### src/rtl/dac_serial_tx.sv
// dac_serial_tx
//
// Serial transmitter for a 12-bit SPI-style DAC (DAC121S101 class,
// SYNC/SCLK/DIN with a 16-bit frame). A parallel sample is accepted on a
// start strobe. It is shifted out MSB-first as {2'b00, pd, din'}, and
// completion is reported with a one-cycle done_tick.
//
// Optional build macro: DAC_OFFSET_BINARY_EN
//   defined   : din is two's complement. It is sent as offset binary
//               (MSB inverted).
//   undefined : din is sent unchanged (straight binary).
//
// Parameters
//   DATA_W   sample width (frame is DATA_W+4 bits)
//   CLK_DIV  clk cycles per SCLK half-period (>= 1)
//   CS_HOLD  clk cycles cs_n stays high after a frame before done (>= 1)
//
// Ports
//   clk        system clock
//   reset      asynchronous, active-low reset
//   start      transmit request, sampled only while idle
//   din        sample to send
//   pd         DAC power-down mode bits (00 = normal)
//   sclk       serial clock to the DAC, idles high
//   cs_n       frame select (SYNC), active low
//   sdata      serial data, MSB first
//   busy       high from accept until done_tick
//   done_tick  one-cycle pulse at the end of a frame

module dac_serial_tx #(
    parameter int DATA_W  = 12,
    parameter int CLK_DIV = 4,
    parameter int CS_HOLD = 2
) (
    input  logic              clk,
    input  logic              reset,
    input  logic              start,
    input  logic [DATA_W-1:0] din,
    input  logic [1:0]        pd,
    output logic              sclk,
    output logic              cs_n,
    output logic              sdata,
    output logic              busy,
    output logic              done_tick
);

    localparam int FRAME_W = DATA_W + 4;
    localparam int EDGES   = 2 * FRAME_W;
    localparam int DIV_W   = $clog2(CLK_DIV) + 1;
    localparam int HALF_W  = $clog2(EDGES) + 1;
    localparam int HOLD_W  = $clog2(CS_HOLD) + 1;

    localparam logic [DIV_W-1:0]  DIV_LAST  = DIV_W'(CLK_DIV - 1);
    localparam logic [HALF_W-1:0] HALF_LAST = HALF_W'(EDGES - 1);
    localparam logic [HOLD_W-1:0] HOLD_LAST = HOLD_W'(CS_HOLD - 1);

    typedef enum logic [1:0] {
        IDLE,
        SHIFT,
        HOLD
    } state_t;

    state_t              state, state_next;
    logic [FRAME_W-1:0]  shreg, shreg_next;
    logic [DIV_W-1:0]    div_cnt, div_next;
    logic [HALF_W-1:0]   half_cnt, half_next;
    logic [HOLD_W-1:0]   hold_cnt, hold_next;
    logic                sclk_next;
    logic                cs_n_next;
    logic                busy_next;
    logic                done_next;
    logic [DATA_W-1:0]   din_conv;

`ifdef DAC_OFFSET_BINARY_EN
    // Two's complement to offset binary: flipping the sign bit maps the most
    // negative code to 0x000 and zero to mid-scale.
    assign din_conv = {~din[DATA_W-1], din[DATA_W-2:0]};
`else
    assign din_conv = din;
`endif

    // The frame MSB is always presented on sdata. Clearing the shift register
    // at the end of a frame, or on reset, parks sdata at 0.
    assign sdata = shreg[FRAME_W-1];

    // State and output registers. Every output is a flop, so there is no
    // combinational path from the inputs to the DAC pins.
    always_ff @(posedge clk or negedge reset) begin
        if (!reset) begin
            state     <= IDLE;
            shreg     <= '0;
            div_cnt   <= '0;
            half_cnt  <= '0;
            hold_cnt  <= '0;
            sclk      <= 1'b1;
            cs_n      <= 1'b1;
            busy      <= 1'b0;
            done_tick <= 1'b0;
        end else begin
            state     <= state_next;
            shreg     <= shreg_next;
            div_cnt   <= div_next;
            half_cnt  <= half_next;
            hold_cnt  <= hold_next;
            sclk      <= sclk_next;
            cs_n      <= cs_n_next;
            busy      <= busy_next;
            done_tick <= done_next;
        end
    end

    // Next-state logic. half_cnt counts SCLK edges already produced in the
    // frame, so the edge about to happen is number half_cnt+1. Odd edges fall
    // and the DAC samples on them. Even edges rise and advance the data. The
    // last even edge closes the frame together with cs_n.
    always_comb begin
        state_next = state;
        shreg_next = shreg;
        div_next   = div_cnt;
        half_next  = half_cnt;
        hold_next  = hold_cnt;
        sclk_next  = sclk;
        cs_n_next  = cs_n;
        busy_next  = busy;
        done_next  = 1'b0;

        case (state)
            IDLE: begin
                if (start) begin
                    shreg_next = {2'b00, pd, din_conv};
                    cs_n_next  = 1'b0;
                    sclk_next  = 1'b1;
                    busy_next  = 1'b1;
                    div_next   = '0;
                    half_next  = '0;
                    state_next = SHIFT;
                end
            end

            SHIFT: begin
                if (div_cnt == DIV_LAST) begin
                    div_next = '0;
                    if (!half_cnt[0]) begin
                        sclk_next = 1'b0;
                        half_next = half_cnt + 1'b1;
                    end else if (half_cnt == HALF_LAST) begin
                        sclk_next  = 1'b1;
                        cs_n_next  = 1'b1;
                        shreg_next = '0;
                        half_next  = '0;
                        hold_next  = '0;
                        state_next = HOLD;
                    end else begin
                        sclk_next  = 1'b1;
                        shreg_next = {shreg[FRAME_W-2:0], 1'b0};
                        half_next  = half_cnt + 1'b1;
                    end
                end else begin
                    div_next = div_cnt + 1'b1;
                end
            end

            HOLD: begin
                if (hold_cnt == HOLD_LAST) begin
                    done_next  = 1'b1;
                    busy_next  = 1'b0;
                    hold_next  = '0;
                    state_next = IDLE;
                end else begin
                    hold_next = hold_cnt + 1'b1;
                end
            end

            default: begin
                state_next = IDLE;
            end
        endcase
    end

endmodule
### config.mk
export PLATFORM = sky130hd
export DESIGN_NAME = dac_serial_tx
export DESIGN_NICKNAME = d
export VERILOG_FILES = /design/src/rtl/dac_serial_tx.sv
export SDC_FILE = /design/constraint.sdc
export NUM_CORES = 1
export LEC_CHECK = 0
export CAP_MARGIN = 20
export CORE_MARGIN = 1.5
export CORE_UTILIZATION = 30
export DETAILED_ROUTE_END_ITERATION = 12
export SETUP_SLACK_MARGIN = 0.4
export SLEW_MARGIN = 5
export SYNTH_ARGS = -nofsm -noshare
export SYNTH_HDL_FRONTEND = slang
export SYNTH_SLANG_ARGS = --single-unit
### constraint.sdc
create_clock -name clk -period 5 [get_ports clk]
set_input_delay 1 -clock clk [delete_from_list [all_inputs] [get_ports clk]]
set_output_delay 1 -clock clk [all_outputs]
set_load 0.005 [all_outputs]
After elaboration in Yosys (flattened, before gate mapping)

Index checks and enable logic that the tools add are counted.

Input bits: 17
Logic and storage cells: 70
Output and inout port bits: 5
Bits in registers: 33

Multiplexer cells: 37
Reductions and logical operators: 11
$add $sub $neg: 3
Eq/ne operators: 10

Operators with widths:

| operator              | number |
|---|---|
| $mux W16              | 4 |
| $pmux W16 S2          | 1 |
| $mux W6               | 4 |
| $mux W2               | 9 |
| $pmux W6 S2           | 1 |
| $mux W1               | 10 |
| $ne A2 B2 Y1 const B  | 5 |
| $reduce_and A5 Y1     | 2 |
| $reduce_and A4 Y1     | 2 |
| $add A6 B1 Y6 const B | 1 |
| $eq A6 B5 Y1 const B  | 1 |
| $mux W3               | 2 |
| $pmux W1 S2           | 3 |
| $pmux W2 S3           | 1 |
| $pmux W3 S2           | 1 |
| $reduce_and A3 Y1     | 2 |
| $reduce_bool A2 Y1    | 3 |
| $eq A2 B1 Y1 const B  | 2 |
| $pmux W2 S2           | 1 |
| $add A3 B1 Y3 const B | 1 |
| $eq A3 B2 Y1 const B  | 1 |
| $add A2 B1 Y2 const B | 1 |
| $eq A2 B2 Y1 const B  | 1 |
| $logic_not A2 Y1      | 1 |
| $reduce_and A2 Y1     | 1 |

Longest topological paths before layout

Depth in word-level cells: 5
Gate-level depth with buffers: 6
Depth with buffers taken out: 5

Worst setup path before layout

No wires, ideal clock.

Path type: input-to-reg
Start: in start
End: reg shreg[10]
Arrival time: 2.020 ns
Library setup time: 0.126 ns
Required time: 4.874 ns
Cell stages on the path: 6
Buffers on the path: 2
Slack: 2.854 ns
Cells stage by stage: nor2b_1 > buf_2 > a31oi_4 > nor3_2 > buf_2 > a221o_1

Cells in the longest elaborated chain, start to end: 2

Ends and longest elaborated chain:

| what                        | line | source |
|---|---|---|
| from (decl)                 | 37   | `input logic start,` |
| $ne A2 B2 Y1 (no line)      | --   |  |
| $reduce_and A4 Y1 (no line) | --   |  |
| to (signal assigned)        | 101  | `shreg <= shreg_next;` |
| to (decl)                   | 64   | `logic [FRAME_W-1:0] shreg, shreg_next;` |

No other way between the ends.
A chain may end at the register's enable or synchronous reset.

Worst setup path in the final report

Start: in start
End: reg shreg[1]

The elaborated chain is that of the path after synthesis.

==> results by stage <==
CTS:
- The H-tree generated during clock tree synthesis spans 2 levels.
- The CTS sink count is 33.
- The clock latency at the later pin of the worst-skew pair is 0.29 ns.
- The number of gates resized after CTS was 0.
- The buffer type at the clock tree root is clkbuf_8.
- Once the clock tree was built, the setup fixing pass inserted 0 buffers.
- The CTS buffer count is 5.
- The quantity of hold-fixing buffers added after cts is 0.
- The CTS tree is built.
- In this run the deepest clock path goes through 2 buffers.
- The clock edge transition at the registers on the reported setup and hold paths is 0.07 ns.

Setup path:
- Of all nets on the critical path, the largest fanout is 16.
- The worst register-to-register path begins at div_cnt[0].
- The longest individual stage delay on the worst path is 0.80 ns.
- The worst register-to-register path has a depth of 5.
- Walking the worst path, the cells encountered are clkdlybuf4s50_1 > nor2b_1 > buf_4 > a31oi_4 > nor3_2 > a221o_1.
- The required time of the critical path is 5.23 ns.
- The critical path startpoint category is an input pin.
- Data on the critical path arrives at its endpoint at 3.07 ns.
- The critical path contains buffers and inverters numbering 2 combined.
- The slack of the worst reg-to-reg path is 2.67 ns.
- The slowest stage of the critical path belongs to the cell nor3_2.
- STA classifies the critical path endpoint as a flip-flop.
- In this design, the largest share of critical-path delay is due to simple AND/OR/NAND/NOR gates.
- The worst setup path is of the in2reg kind.
- The reg-to-reg critical path endpoint is shreg[1].

Routing:
- The routed wire length on met3 is 157 µm.
- The highest routed metal layer is met4.
- The first routing iteration left 45 violations.
- The count of vias placed by the detailed router is 1232.
- The length of the first detailed-routing pass in iterations is 4.
- The mean number of vias per cell is 4.83.
- The detail route stage leaves a number of antenna-violating nets equal to 0.
- The DRC violations left is 0.
- After detailed routing, the met2 layer carries 1380 µm of wire.
- The met1 wire length is 1540 µm.
- The routed length per placed instance is 12.4 µm.
- The aggregate routed wire length is 3150 µm.

Power:
- In this run, the clock network consumes 24.4% of the power.
- In this run the power density over the cells is 460 nW/µm².
- The sequential fraction of design power is 46.6%.
- The worst vdd rail ir drop is 0.207 mV.
- The fraction of power spent switching nets is 32.2%.
- The share of total power dissipated in combinational logic is 29.0%.
- The internal power summed over all cells is 0.625 mW.
- The total net switching power is 0.296 mW.
- The leakage power figure is 0.822 nW.
- The total chip power is 0.921 mW.

Synthesis:
- After synthesis, the netlist uses 36 different library cells.
- The net count after synthesis is 181.
- The most instantiated flip-flop cell in the synthesis netlist is dfrtp_1.
- The share of async-settable or async-resettable flops after synthesis is 100%.
- A synthesized cell averages 9.99 µm².
- Synthesis produced a netlist whose cell count is 162.
- The register bit total from synthesis is 33.
- The register area share after synthesis is 51.2%.
- For this run, the number of Yosys warnings is 0.
- The synthesized cell area is 1620 µm².
- The count of flip-flops with a built-in enable after synthesis is 0.

STA:
- Between clock sinks in the finished design, the worst skew comes to 0.00654 ns.
- For the pin with the worst max-slew slack, the measured transition is 0.905 ns.
- Of the available clock period, the critical path in the final layout requires 56.7%.
- The setup total negative slack is 0 ns.
- In this run the tightest slew margin relative to its limit is 39.3%.
- The final hold violation count came to 0.
- The time the worst path needs with I/O delays and setup is 2.83 ns.
- The total count of max-transition violations in the final report is 0.
- Setup slack on the critical path of the routed design comes to 2.17 ns.
- Setup repair after global routing left no endpoint under its margin.
- Setup violations remaining at the end of the flow were counted as 0.
- The highest attainable clock frequency is 0.353 GHz.
- The final hold slack is 0.457 ns.

Cells and area:
- The final cell count without fillers is 255.
- In the final design database the tool counted 203 nets.
- The filler cell count is 534.
- The post-synthesis to final-layout area growth is 23.6%.
- The number of antenna diodes in the final layout is 0.
- The post-route netlist has 9.73% of its cells at a drive strength greater than 1.
- Cells fill 38.9% of the core in the end.
- With fillers left out, the area of the finished cells amounts to 2000 µm².

Place:
- The detailed placement HPWL is 2150 µm.
- Routability-driven placement finished with a final weighted congestion of 0.731.
- Before CTS, the worst setup slack after placement is 1.85 ns.
- The area after detailed placement is 1900 µm².
- The number of placed instances, taps included, is 247.
- The count of buffers inserted at the top-level ports is 21.

Global routing:
- The via count of the first global-routing pass was 1173.
- Entering global routing, the biggest net connects 34 pins.
- The number of antenna violations at the first check in global routing was 0.
- The wire length of the first global-routing pass is 5590 µm.
- The overall routing resource usage is 12.3%.
- The remaining global-route overflow is 0.

Min path:
- The worst hold-check path type is reg2reg.
- The path with the worst hold slack has its endpoint at sclk.
- The startpoint of the most critical hold path is sclk.
- The worst hold path was traced through 2 stages.

Floorplanning:
- The initial utilization of the core area, before any placement, comes to 31.5%.
- The total number of placement rows is 26.
- Measured along the x axis, the die boundary spans 76.5 µm.
- The total area inside the core boundary comes to 5140 µm².
- In this run the vertical extent of the chip is 76.5 µm.
- The full die area is 5850 µm².
- During I/O placement, the number of pins put on the boundary was 22.

Job:
- The number of max-capacitance violations reported is 0.

Outcome:
- The flow ran to the end, and the final reports show no timing, DRC or antenna violations.
logic make-up after synthesis:
kind of cell | count (synthesis) | synth area share [%]
AND/OR/NAND/NOR | 57 | 17.9
adder cells (fa/ha/maj) | 2 | 1.55
XOR/XNOR | 2 | 1.08
buffers and inverters | 13 | 3.32
multiplexers | 1 | 0.695
AO/OA/AOI/OAI | 54 | 24.3
flip-flops | 33 | 51.2
synthesized netlist by cell type (3+ instances only):
master | n | area (µm²)
inv_1 | 4 | 15.0
nor2_1 | 4 | 15.0
a22o_1 | 6 | 52.6
buf_2 | 4 | 20.0
dfrtp_1 | 31 | 776
o21ai_1 | 4 | 20.0
nand2_1 | 34 | 128
a21oi_1 | 5 | 25.0
o21ai_0 | 17 | 85.1
a221o_1 | 13 | 130
nor2b_1 | 3 | 18.8
clkbuf_1 | 5 | 18.8
routing by layer:
layer,vias to the layer above,GRT usage (%)
met4,0,5.56
met5,-,0
li1,637,-
met2,26,18.0
met1,562,15.8
met3,7,5.03
flip-flops by register name, summed over array words and instances (netlist names):
signal and count:
busy 1, shreg 16, div_cnt 3, cs_n 1, half_cnt 6, done_tick 1
hold_cnt 2, sclk 1, state 2
final cells by class:
class	instances	area, µm²	area share [%]
Sequential cell	33	828	41.4
Multi-Input combinational cell	116	737	36.8
Timing Repair Buffer	24	233	11.6
Clock buffer	7	96.3	4.81
Tap cell	70	87.6	4.38
Inverter	4	15.0	0.750
Clock inverter	1	5.00	0.250
power groups by stage:
| stage | clock network, mW | registers (mW) | logic [mW] |
|---|---|---|---|
| floorplan | 0 | 0.416 | 0.207 |
| global placement | 0 | 0.433 | 0.267 |
| detailed placement | 0 | 0.433 | 0.272 |
| CTS | 0.227 | 0.429 | 0.271 |
| global route | 0.239 | 0.442 | 0.302 |
| finish | 0.225 | 0.429 | 0.267 |
layout by cell type (no fill, tap or decap), drive strengths merged, types with 2 or more instances in the layout:
cell type       n
nor3b           3
a21oi           5
buf             3
a221o          13
nand4           2
dfstp           2
inv             4
nand2          34
o21bai          2
o31ai           2
dfrtp          31
o21ai          21
nor2b           3
a31oi           2
clkbuf          7
xor2            2
ha              2
a22o            6
nand2b          2
nor2            5
clkdlybuf4s50  21
worst min-delay path: cells and delay by family, from the launching register on:
family | cells | cell delay, ns
flops | 1 | 0.37
simple gates | 2 | 0.09
how the worst max path moves through the flow:
stage	start	to	slack, ns	cells past startpoint
after detailed placement	start	shreg[2]	1.85	6
after global placement	start	shreg[11]	1.89	6
final	start	shreg[1]	2.17	6
after floorplan	start	shreg[10]	2.85	6
after global routing	start	shreg[9]	2.04	6
after CTS	start	shreg[1]	2.15	6
No activity file was read; power rests on OpenSTA's default activity.
==> variant 1 (same settings) <==
The option `DAC_OFFSET_BINARY_EN` is turned on by a define.
--- a/src/rtl/dac_serial_tx.sv
+++ b/src/rtl/dac_serial_tx.sv
@@ -27,4 +27,6 @@
 //   busy       high from accept until done_tick
 //   done_tick  one-cycle pulse at the end of a frame
+
+`define DAC_OFFSET_BINARY_EN
 
 module dac_serial_tx #(
Check against the original RTL: same outputs for any inputs over 10 cycles, from zero or initial values and one cycle with reset low; that may be too few to reach the edited logic, so the function may still have changed.
==> variant 1 against the unedited design <==
Via count is 5.5% lower. Area after synthesis shrank 6.2%. Final area decreased by 6.3%. Total power shrank 6.0%. Worst setup slack improved by 0.36 ns. Critical path depth is 1 lower. Combinational power is 8.2% lower. Sequential power down 2%. Register-to-register slack gained 0.42 ns. Wire length rose by 1.9%. Sequential cell count did not move. Sequential share of layout area up 2.8 points. Non-clock buffer count shrank 1. First-iteration DRC count rose by 44%. Critical path type unchanged. Largest power group unchanged.
==> variant 1: results (changes against the unedited design) <==
Floorplanning
  – Core Area: 4790 um^2 (-6.9%)

Logic synthesis
  – Sequential-to-total area share from yosys stat: 54.5% (+3.4 points)
  – Syn nets: 166 (-8.3%)
  – Number of library cell types mapped by synthesis: 42 (+17%)
  – Synthesized netlist cell count: 147 (-9.3%)
  – Synth area leaders: dfrtp_1 51%, a22oi_1 5.9%, nor2_1 5.4%
  – Synth top cells by count: 31 x dfrtp_1, 22 x nor2_1, 15 x a21oi_1
  – Synth area leader: dfrtp_1

CTS
  – H-tree levels: 2 (unchanged)
  – Clk buf depth: 2 (unchanged)

Critical path
  – Critical path's slowest cell: or4_1
  – Max incr delay on CP: 0.53 ns (-0.27 ns)
  – Crit path from: start
  – CP arrival: 2.69 ns (-0.38 ns)
  – Critical R2R Launch: state[1]$_DFFE_PN0P_
  – Worst Path Max Fanout: 5 (-11)

GRT
  – Vias in the first global route: 1218 (+3.8%)
  – First-pass GRT wire length: 5.65 mm (+1.1%)
  – All-Layer GR Usage: 13.8% (+1.5 points)

Drt
  – WL/cell: 13.6 um (+9.6%)
  – Vias per Instance: 4.91 (+1.7%)
  – Post-Route WL: 3.21 mm (+1.9%)
  – Initial DRC Count: 65 (+44%)
  – TritonRoute pass-1 iters: 4 (unchanged)

Pwr
  – Peak supply drop: 0.000179 V (-13%)
  – Internal: 593 uW (-5.1%)
  – Pleak: 0.000811 uW (-1.4%)

STA
  – Clk_skew: 0.00489 ns (-0.00165 ns)
  – Rel. slew slack: 61.6% (+22 points)

Final layout
  – Share of layout cells above drive strength 1: 8.24% (-1.5 points)
  – Multi-input gates: 104 (-10%)
  – Inverters: 3 (-1)
  – Non-clk bufs: 23 (-4.2%)
  – Seq cells: 33 (unchanged)
  – Layout fillers: 476 (-11%)
  – Multi-input gate area: 638 um^2 (-13%)
  – Clock-cell share: 4.60% (-0.46 points)
  – Buffering overhead: 12.2% (+0.58 points)
  – Multi-input combinational area share: 34.0% (-2.8 points)

Placement
  – GPL Wtd Cong: 0.767 (+5.0%)
  – DP HPWL: 2.22 mm (+2.9%)
  – Placed cells: 229 (-7.3%)
  – Placed Area: 1780 um^2 (-6.4%)
  – Input/output buffers: 21 (unchanged)
  – Pre-CTS setup slack: 2.02 ns (+0.177 ns)

Outcome
  – Status: complete, no violations
[variant 1: changes by cell type after synthesis, moves of 2 or more]
cell | unedited run | this run
nor3b_1 | 2 | 0
a21oi_1 | 5 | 15
nand2_1 | 34 | 10
nor2_1 | 4 | 22
a221o_1 | 13 | 0
a22o_1 | 6 | 4
a22oi_1 | 0 | 12
o21ai_1 | 4 | 0
clkbuf_1 | 5 | 2
o21ai_0 | 17 | 5
and2_1 | 0 | 2
[variant 1: cells by family after synthesis]
family                   count (synthesis)  synth area share, %
AO/OA/AOI/OAI                           49                 21.7
AND/OR/NAND/NOR                         49                 16.2
flip-flops                              33                 54.5
buffers and inverters                   10                 3.46
XOR/XNOR                                 3                 1.73
adder cells (fa/ha/maj)                  2                 1.65
multiplexers                             1                0.659
[variant 1: power groups by stage]
stage                     combinational, uW  clock [uW]  sequential [uW]
final                                   245         202              419
after global routing                    287         220              433
after floorplan                         176           0              407
after global placement                  230           0              421
after CTS                               245         209              419
after detailed placement                245           0              423
[variant 1: final timing paths]
kind                                            to  slack (ns)  cells past startpoint
setup / recovery           half_cnt[5]$_DFFE_PN0P_        2.53                      5
hold / removal                    sclk$_DFFE_PN1P_        0.46                      2
setup reg to reg           half_cnt[5]$_DFFE_PN0P_        3.09                      4
hold reg to reg                   sclk$_DFFE_PN1P_        0.46                      2
max in group asynchronous         cs_n$_DFFE_PN1P_        3.53                      2
min in group asynchronous   div_cnt[1]$_DFFE_PN0P_        1.12                      2
[variant 1: per-layer routing]
| layer | vias to the layer above | GRT usage, % | share of wire, % |
|---|---|---|---|
| met3 | 5 | 3.79 | 4.6 |
| met4 | 0 | 5.97 | 1.5 |
| li1 | 570 | - | - |
| met2 | 41 | 21.2 | 45 |
| met5 | - | 0 | 0 |
| met1 | 548 | 18.2 | 49 |
==> variant 2 (same flow settings) <==
Without the edit above. Take the reset off `shreg` and load it in a clocked block of its own.
--- a/src/rtl/dac_serial_tx.sv
+++ b/src/rtl/dac_serial_tx.sv
@@ -89,5 +89,4 @@
         if (!reset) begin
             state     <= IDLE;
-            shreg     <= '0;
             div_cnt   <= '0;
             half_cnt  <= '0;
@@ -99,5 +98,4 @@
         end else begin
             state     <= state_next;
-            shreg     <= shreg_next;
             div_cnt   <= div_next;
             half_cnt  <= half_next;
@@ -108,4 +106,8 @@
             done_tick <= done_next;
         end
+    end
+
+    always_ff @(posedge clk) begin
+        shreg <= shreg_next;
     end
 
Check against the original RTL: same outputs for any inputs over 10 cycles, from zero or initial values and one cycle with reset low; that may be too few to reach the edited logic, so the function may still have changed.
==> variant 2 against the unedited design <==
Core utilization shrank 0.87 points. Total power down 19%. Final area fell by 9.6%. Wire length decreased by 9.5%. Worst setup slack worse by 0.055 ns. Largest cell class unchanged. Critical endpoint is now shreg[5]$_DFFE_PP_. Area after synthesis decreased by 8.3%. Sequential cell count unchanged.
==> variant 2: results (changes against the unedited design) <==
CTS
  – Clock Latency Late Sink: 0.29 ns (about the same)
  – CTS resizes: 0 (unchanged)
  – Clk buf depth: 2 (unchanged)
  – CTS Root Cell: clkbuf_8
  – Setup repair bufs after CTS: 0 (unchanged)
  – H-tree levels: 2 (unchanged)
  – Num CTS Buffers: 5 (unchanged)
  – Clk pin slew, worst setup/hold paths: around 0.060 ns

Placement
  – Input/output buffers: 21 (unchanged)
  – DP HPWL: 1.89 mm (-12%)
  – Placed Area: 1730 um^2 (-9.0%)
  – GPL Wtd Cong: 0.762 (+4.3%)

Worst hold path
  – HP Start: cs_n$_DFFE_PN1P_
  – Hold Path Depth: 2 (unchanged)
  – Hold Path Sink: cs_n$_DFFE_PN1P_
  – Worst min path class: register to register

GRT
  – Initial antenna violation count: 0 (unchanged)
  – All-Layer GR Usage: 12.5% (+0.22 points)
  – Vias in the first global route: 990 (-16%)
  – First-pass GRT wire length: 4.82 mm (-14%)
  – Largest net degree at the start of global routing: 19 (-44%)

STA
  – Clk_skew: 0.00968 ns (+0.00314 ns)
  – Slew @ Worst Pin: 0.725 ns (-0.180 ns)
  – Hold slack: 0.473 ns (+0.0155 ns)

Critical path
  – Worst Path Max Fanout: 16 (unchanged)
  – RR Endpoint: shreg[5]$_DFFE_PP_
  – Cells on worst reg2reg path: 4 (-1)
  – CP arrival: 2.81 ns (-0.26 ns)
  – Worst R2R Setup Slack: 2.68 ns (about the same)
  – Critical R2R Launch: div_cnt[0]$_DFFE_PN0P_

Logic synthesis
  – EDFF count, synth: 16 (+16)
  – Fraction of registers with async set/reset: 51.5% (-48 points)
  – Syn nets: 138 (-24%)
  – Synth top cells by count: 16 x edfxtp_1, 15 x a22o_1, 15 x dfrtp_1
  – Synth area leaders: edfxtp_1 32%, dfrtp_1 25%, a22o_1 8.9%
  – Sequential-to-total area share from yosys stat: 61.2% (+10 points)
  – Number of library cell types mapped by synthesis: 37 (+2.8%)
  – Warnings from Yosys: 0 (unchanged)

Drt
  – TritonRoute pass-1 iters: 4 (unchanged)
  – Vias: 996 (-19%)
  – Post-Route WL: 2.85 mm (-9.5%)
  – Initial DRC Count: 62 (+38%)
  – # DRC: 0 (unchanged)

Final layout
  – Share of layout cells above drive strength 1: 5.71% (-4.0 points)
  – Ant. Diodes: 0 (unchanged)
  – Largest registers: shreg (16), half_cnt (6), div_cnt (3)
  – Layout Nets: 158 (-22%)

Pwr
  – Peak supply drop: 0.000116 V (-44%)
  – Pleak: 0.000720 uW (-12%)

Outcome
  – Status: complete, no violations
variant 2: stage by stage:
| step | setup WS [ns] | total power, uW | cells |
|---|---|---|---|
| finish | 2.11 | 749 | 207 |
| detailed placement | 1.81 | 567 | 199 |
| global route | 1.99 | 798 | 207 |
| floorplan | 2.59 | 506 | 119 |
| global placement | 1.88 | 558 | 199 |
| CTS | 2.08 | 758 | 207 |
variant 2: worst max-delay path, cell delays in order:
cell and delay, ns:
clkdlybuf4s50_1 0.50, or3b_1 0.51, nand2_1 0.19, o21a_1 0.61
variant 2: cell type report:
class / instances / area (um^2)
Fill cell: 474 / 2940
Inverter: 3 / 11.3
Tap cell: 67 / 83.8
Sequential cell: 33 / 908
Timing Repair Buffer: 21 / 210
Clock buffer: 5 / 68.8
Multi-Input combinational cell: 75 / 515
Clock inverter: 3 / 12.5
variant 2: kinds of logic (layout without fill, tap and decap cells):
| family | after synthesis | in the layout | share of synthesized area, % |
|---|---|---|---|
| flops | 33 | 33 | 61.2 |
| compound gates | 31 | 31 | 16.5 |
| mux | 2 | 2 | 1.35 |
| simple gates | 39 | 39 | 14.6 |
| fa+ha+maj | 2 | 2 | 1.69 |
| xor+xnor | 1 | 1 | 0.590 |
| buf+inv | 11 | 32 | 4.05 |
variant 2: metal layers:
metal | GRT usage [%] | wire length, um | vias to the layer above | share of wire [%]
li1 | - | - | 487 | -
met1 | 16.6 | 1400 | 477 | 49
met4 | 7.41 | 80 | 0 | 2.8
met5 | 0 | 0 | - | 0
met3 | 5.76 | 135 | 5 | 4.7
met2 | 16.6 | 1240 | 27 | 43
variant 2: worst max path at each step:
stage               startpoint                endpoint
detailed placement       start     shreg[12]$_DFFE_PP_
floorplan                start  shreg[0]$_SDFFCE_PP0P_
global placement         start     shreg[11]$_DFFE_PP_
CTS                      start      shreg[5]$_DFFE_PP_
global route             start      shreg[4]$_DFFE_PP_
finish                   start      shreg[5]$_DFFE_PP_
variant 2: power by group:
| group | internal, uW | total [uW] | switching, uW |
|---|---|---|---|
| clock network | 93.5 | 187 | 93.8 |
| logic | 84.4 | 150 | 65.5 |
| registers | 366 | 412 | 45.7 |
